[src/rtl/opr_phase_sequencer.sv]
// Instruction phase sequencer: issues one-hot ck/stb sub-phases until the
// active decoder returns done, flagging sequences that overrun the last phase.
module opr_phase_sequencer #(
  parameter int NPHASE = 6
) (
  input  logic       clk,
  input  logic       reset,
  input  logic       start,
  input  logic       done,
  input  logic       pause,
  output logic       ck1,
  output logic       stb1,
  output logic       ck2,
  output logic       stb2,
  output logic       ck3,
  output logic       stb3,
  output logic       ck4,
  output logic       stb4,
  output logic       ck5,
  output logic       stb5,
  output logic       ck6,
  output logic       stb6,
  output logic       busy,
  output logic [3:0] phase,
  output logic       timeout,
  output logic       err
);

  typedef enum logic {
    S_IDLE,
    S_RUN
  } state_t;

  localparam logic [3:0] LAST_PHASE = 4'(2 * NPHASE);

  state_t     state;
  logic [5:0] ck_v;
  logic [5:0] stb_v;

  always_ff @(posedge clk) begin
    if (reset) begin
      state   <= S_IDLE;
      phase   <= '0;
      busy    <= 1'b0;
      timeout <= 1'b0;
      err     <= 1'b0;
    end else begin
      timeout <= 1'b0;
      case (state)
        S_IDLE: begin
          if (start && !pause) begin
            state <= S_RUN;
            phase <= 4'd1;
            busy  <= 1'b1;
            err   <= 1'b0;
          end
        end
        S_RUN: begin
          // Pause freezes the sub-phase; done is discarded until release.
          if (!pause) begin
            if (done) begin
              if (start) begin
                phase <= 4'd1;
              end else begin
                state <= S_IDLE;
                phase <= '0;
                busy  <= 1'b0;
              end
            end else if (phase == LAST_PHASE) begin
              state   <= S_IDLE;
              phase   <= '0;
              busy    <= 1'b0;
              timeout <= 1'b1;
              err     <= 1'b1;
            end else begin
              phase <= phase + 4'd1;
            end
          end
        end
        default: begin
          state <= S_IDLE;
          phase <= '0;
          busy  <= 1'b0;
        end
      endcase
    end
  end

  // Phases beyond NPHASE are never decoded, so their outputs stay tied low.
  for (genvar g = 0; g < 6; g++) begin : g_decode
    if (g < NPHASE) begin : g_used
      assign ck_v[g]  = !pause && (phase == 4'(2 * g + 1));
      assign stb_v[g] = !pause && (phase == 4'(2 * g + 2));
    end else begin : g_unused
      assign ck_v[g]  = 1'b0;
      assign stb_v[g] = 1'b0;
    end
  end

  assign ck1  = ck_v[0];
  assign ck2  = ck_v[1];
  assign ck3  = ck_v[2];
  assign ck4  = ck_v[3];
  assign ck5  = ck_v[4];
  assign ck6  = ck_v[5];
  assign stb1 = stb_v[0];
  assign stb2 = stb_v[1];
  assign stb3 = stb_v[2];
  assign stb4 = stb_v[3];
  assign stb5 = stb_v[4];
  assign stb6 = stb_v[5];

endmodule

[config.mk]
export PLATFORM = sky130hd
export DESIGN_NAME = opr_phase_sequencer
export DESIGN_NICKNAME = d
export VERILOG_FILES = /design/src/rtl/opr_phase_sequencer.sv
export SDC_FILE = /design/constraint.sdc
export NUM_CORES = 1
export LEC_CHECK = 0
export ABC_CLOCK_PERIOD_IN_PS = 3500
export BUFFER_PORTS_ARGS = -buffer_cell sky130_fd_sc_hd__buf_4
export CAP_MARGIN = 15
export CORE_AREA = 2 2 39 41
export DETAILED_ROUTE_END_ITERATION = 8
export DIE_AREA = 0 0 41 43
export GPL_TIMING_DRIVEN = 1
export PLACE_DENSITY_LB_ADDON = 0.08
export SKIP_CTS_REPAIR_TIMING = 1
export SLEW_MARGIN = 10
export SYNTH_ARGS = -nofsm -noshare
export SYNTH_HDL_FRONTEND = slang
export SYNTH_SLANG_ARGS = --single-unit
export TNS_END_PERCENT = 30
[constraint.sdc]
create_clock -name clk -period 3.5 [get_ports clk]
set_input_delay 0.35 -clock clk [delete_from_list [all_inputs] [get_ports clk]]
set_output_delay 0.35 -clock clk [all_outputs]
set_load 0.01 [all_outputs]
==> flow_metrics.py <==
metrics = {
    "outcome": {
        "outcome": "complete, no violations",
    },
    "drt": {
        "drc": 0,
        "drtIter0Drc": 5,
        "vias_per_cell": 5.03,
        "finalWirelength_mm": 1.14,
        "drtAntennaViolNets": 0,
        "first_pass_iters": 2,
        "wl_per_cell_um": 10.9,
        "dr_total_vias": 528,
    },
    "logic_synthesis": {
        "synth_edf_count": 0,
        "synth_nets": 75,
        "synth-async-reset-ratio_pct": 0,
        "synth.distinct_cells": 27,
        "synth_flop_cell": "dfxtp_1",
        "netlist_area_um2": 539,
        "avgSynthCellArea_um2": 8.17,
        "synth.yosys.seq_area_share_pct": 29.7,
        "yosysWarnings": 0,
        "synthCells": 66,
        "synth-seq-cells": 8,
    },
    "placed_design": {
        "dp_hpwl_um": 880,
        "portBuffers": 23,
        "gp_congestion": 0.744,
        "placed_area_um2": 718,
        "place_ws_ns": 2.05,
    },
    "clocking": {
        "clkSlewWorstSetupHoldPaths_ns": 0.05,
        "cts_root_buffer": "clkbuf_4",
        "cts.sinks": 8,
        "cts_inserted_buffers": 3,
        "htreeDepth": 1,
        "clockBufferDepth": 2,
        "clk_latency_ns": 0.25,
        "cts_tree": "done",
    },
    "die": {
        "core_area_um2": 1380,
        "fp.dieH_um": 43,
        "die_x_um": 41,
        "die-area_um2": 1760,
        "start_util_pct": 39.0,
        "rows": 14,
        "io_pins": 24,
    },
    "global_routing": {
        "use_met1_pct": 21.3,
        "use_met2_pct": 19.1,
        "grt_busiest_layer": "met1",
        "grt_max_degree": 14,
        "met3_usage_pct": 9.42,
        "grt_usage_pct": 15.5,
        "grt-ovfl-total": 0,
        "grt_pass1_vias": 427,
        "antenna_found_initial": 0,
        "grt_first_pass_wirelength_mm": 1.83,
    },
    "worst_setup_path": {
        "path_cells": "inv_1 -> ha_1 -> nand2b_1 -> nor2_1 -> buf_4",
        "cp-start-kind": "flip-flop",
        "required_ns": 3.15,
        "critPathTopFamily": "flip-flops",
        "timing.rr.end": "phase[0]",
        "r2r-start": "phase[0]",
        "cp_data_arrival_time_ns": 1.37,
        "critPathMaxStageDelay_ns": 0.45,
        "slowest_stage": "dfxtp_1",
        "critPathBufInv": 2,
        "path_max_fanout": 7,
        "endpoint": "stb6",
        "cp-startpoint": "phase[0]",
        "worstRegToRegCells": 5,
        "rrSetupSlack_ns": 2.07,
        "path_depth": 5,
        "end_kind": "output port",
        "crit_type": "reg -> out",
    },
    "timing": {
        "skew_ns": 0.00358,
        "period_needed_ns": 1.72,
        "fin_hold_ws_ns": 0.332,
        "finalCritPeriodShare_pct": 49.0,
        "fin_ws_ns": 1.78,
        "slew_viol_final": 0,
        "worst_slew_pin_slew_ns": 0.379,
        "setup_viol": 0,
        "grt_setup_unrepaired": "false",
        "slew_headroom_pct": 74.7,
        "fin_setup_tns_ns": 0,
        "hold_viol_final": 0,
        "fmax_mhz": 583,
    },
    "finish": {
        "insertedDiodeCount": 0,
        "final_area_um2": 741,
        "syn2layout_area_growth_pct": 37.4,
        "drive_gt1_share_pct": 34.8,
        "final_nets": 100,
    },
    "pwr": {
        "internal_power_uw": 148,
        "clkPwrFrac_pct": 34.6,
        "p_total_uw": 196,
        "seq_power_share_pct": 49.8,
        "peakVddDrop_uv": 256,
        "pwr-share-comb_pct": 15.7,
        "p_leak_uw": 0.000319,
        "p_sw_share_pct": 24.6,
        "power_switching_uw": 48.2,
        "power.density_nw_per_um2": 265,
    },
    "hold_path": {
        "worstHoldPathType": "in -> reg",
    },
    "run": {
        "maxCapViolCount": 0,
    },
}
==> power by group through the flow <==
stage / Clock (µW) / Sequential, µW / Combinational [µW]
5_1_grt: 78.7 / 97.9 / 34.3
3_3_place_gp: 0 / 99.2 / 31.3
6_report: 67.8 / 97.6 / 30.8
4_1_cts: 72.1 / 97.5 / 31.0
2_1_floorplan: 0 / 99.7 / 17.0
3_5_place_dp: 0 / 99.4 / 31.0
==> flip-flops by register name (all words and copies together) (netlist names) <==
signal	count
timeout	1
err	1
state	1
phase	4
busy	1
==> cells by family after synthesis <==
| kind of cell | after synthesis | share of synthesized area (%) |
|---|---|---|
| simple gates | 32 | 32.7 |
| compound gates | 15 | 20.6 |
| fa+ha+maj | 4 | 9.28 |
| buf+inv | 5 | 3.94 |
| mux | 2 | 3.71 |
| flops | 8 | 29.7 |
==> synth_stat cells (2+ instances only) <==
cell       n  area, µm²
nor3_1     3       15.0
nor2_1    13       48.8
nand3_1    3       15.0
buf_2      2       10.0
mux2i_1    2       20.0
inv_1      2       7.51
nand2b_1   7       43.8
a211oi_1   2       15.0
a21oi_1    4       20.0
dfxtp_1    8        160
ha_1       4       50.1
==> final cells by class <==
class | count | area (µm²)
repair buffers | 23 | 173
well taps | 16 | 20.0
flip-flops and latches | 8 | 160
inverters | 2 | 7.51
multi-input cells | 53 | 358
fillers | 138 | 643
clock buffers | 3 | 22.5
==> stage by stage <==
stage | cells | utilization (%)
global placement | 102 | 51.9
CTS | 105 | 53.5
floorplan | 66 | -
detailed placement | 102 | 51.9
finish | 105 | 53.5
global route | 105 | 53.5
==> worst reg2reg max path, cell delays in order (launching register included) <==
cell and delay [ns]:
dfxtp_1 0.45, inv_1 0.12, ha_1 0.24, a31oi_1 0.22, a22oi_1 0.10, a211oi_1 0.23
==> metal layers <==
metal,vias to the layer above,part of all wire [%]
li1,282,-
met1,234,48
met2,10,46
met3,2,5.3
met4,0,0.79
met5,-,0
==> cells in the final DEF, fill, tap and decap left out <==
cell / n
clkbuf_4: 3
a211oi_1: 2
a21oi_1: 4
ha_1: 4
inv_1: 2
a21bo_1: 1
and3b_2: 1
mux2i_1: 2
nand3b_1: 1
and2_2: 1
nand2_1: 1
o21ai_1: 1
nand3_1: 3
dfxtp_1: 8
a311oi_1: 1
o21ai_0: 1
nor2_1: 13
a311oi_2: 1
a22oi_1: 1
nor3_1: 3
a31oi_1: 1
a41oi_1: 1
nand2b_1: 7
nor2b_1: 1
nor3b_4: 1
buf_4: 23
o21ba_2: 1
==> how the worst min path moves through the flow <==
stage                      from       end  slack [ns]  depth (start not counted)
after floorplan           state     state        0.50                          2
after global placement     busy      busy        0.52                          2
after detailed placement   busy      busy        0.52                          2
after CTS                 reset  phase[3]        0.32                          2
after global routing      reset  phase[1]        0.33                          2
final                     reset  phase[3]        0.33                          2
Power figures use the tool's default switching activity.
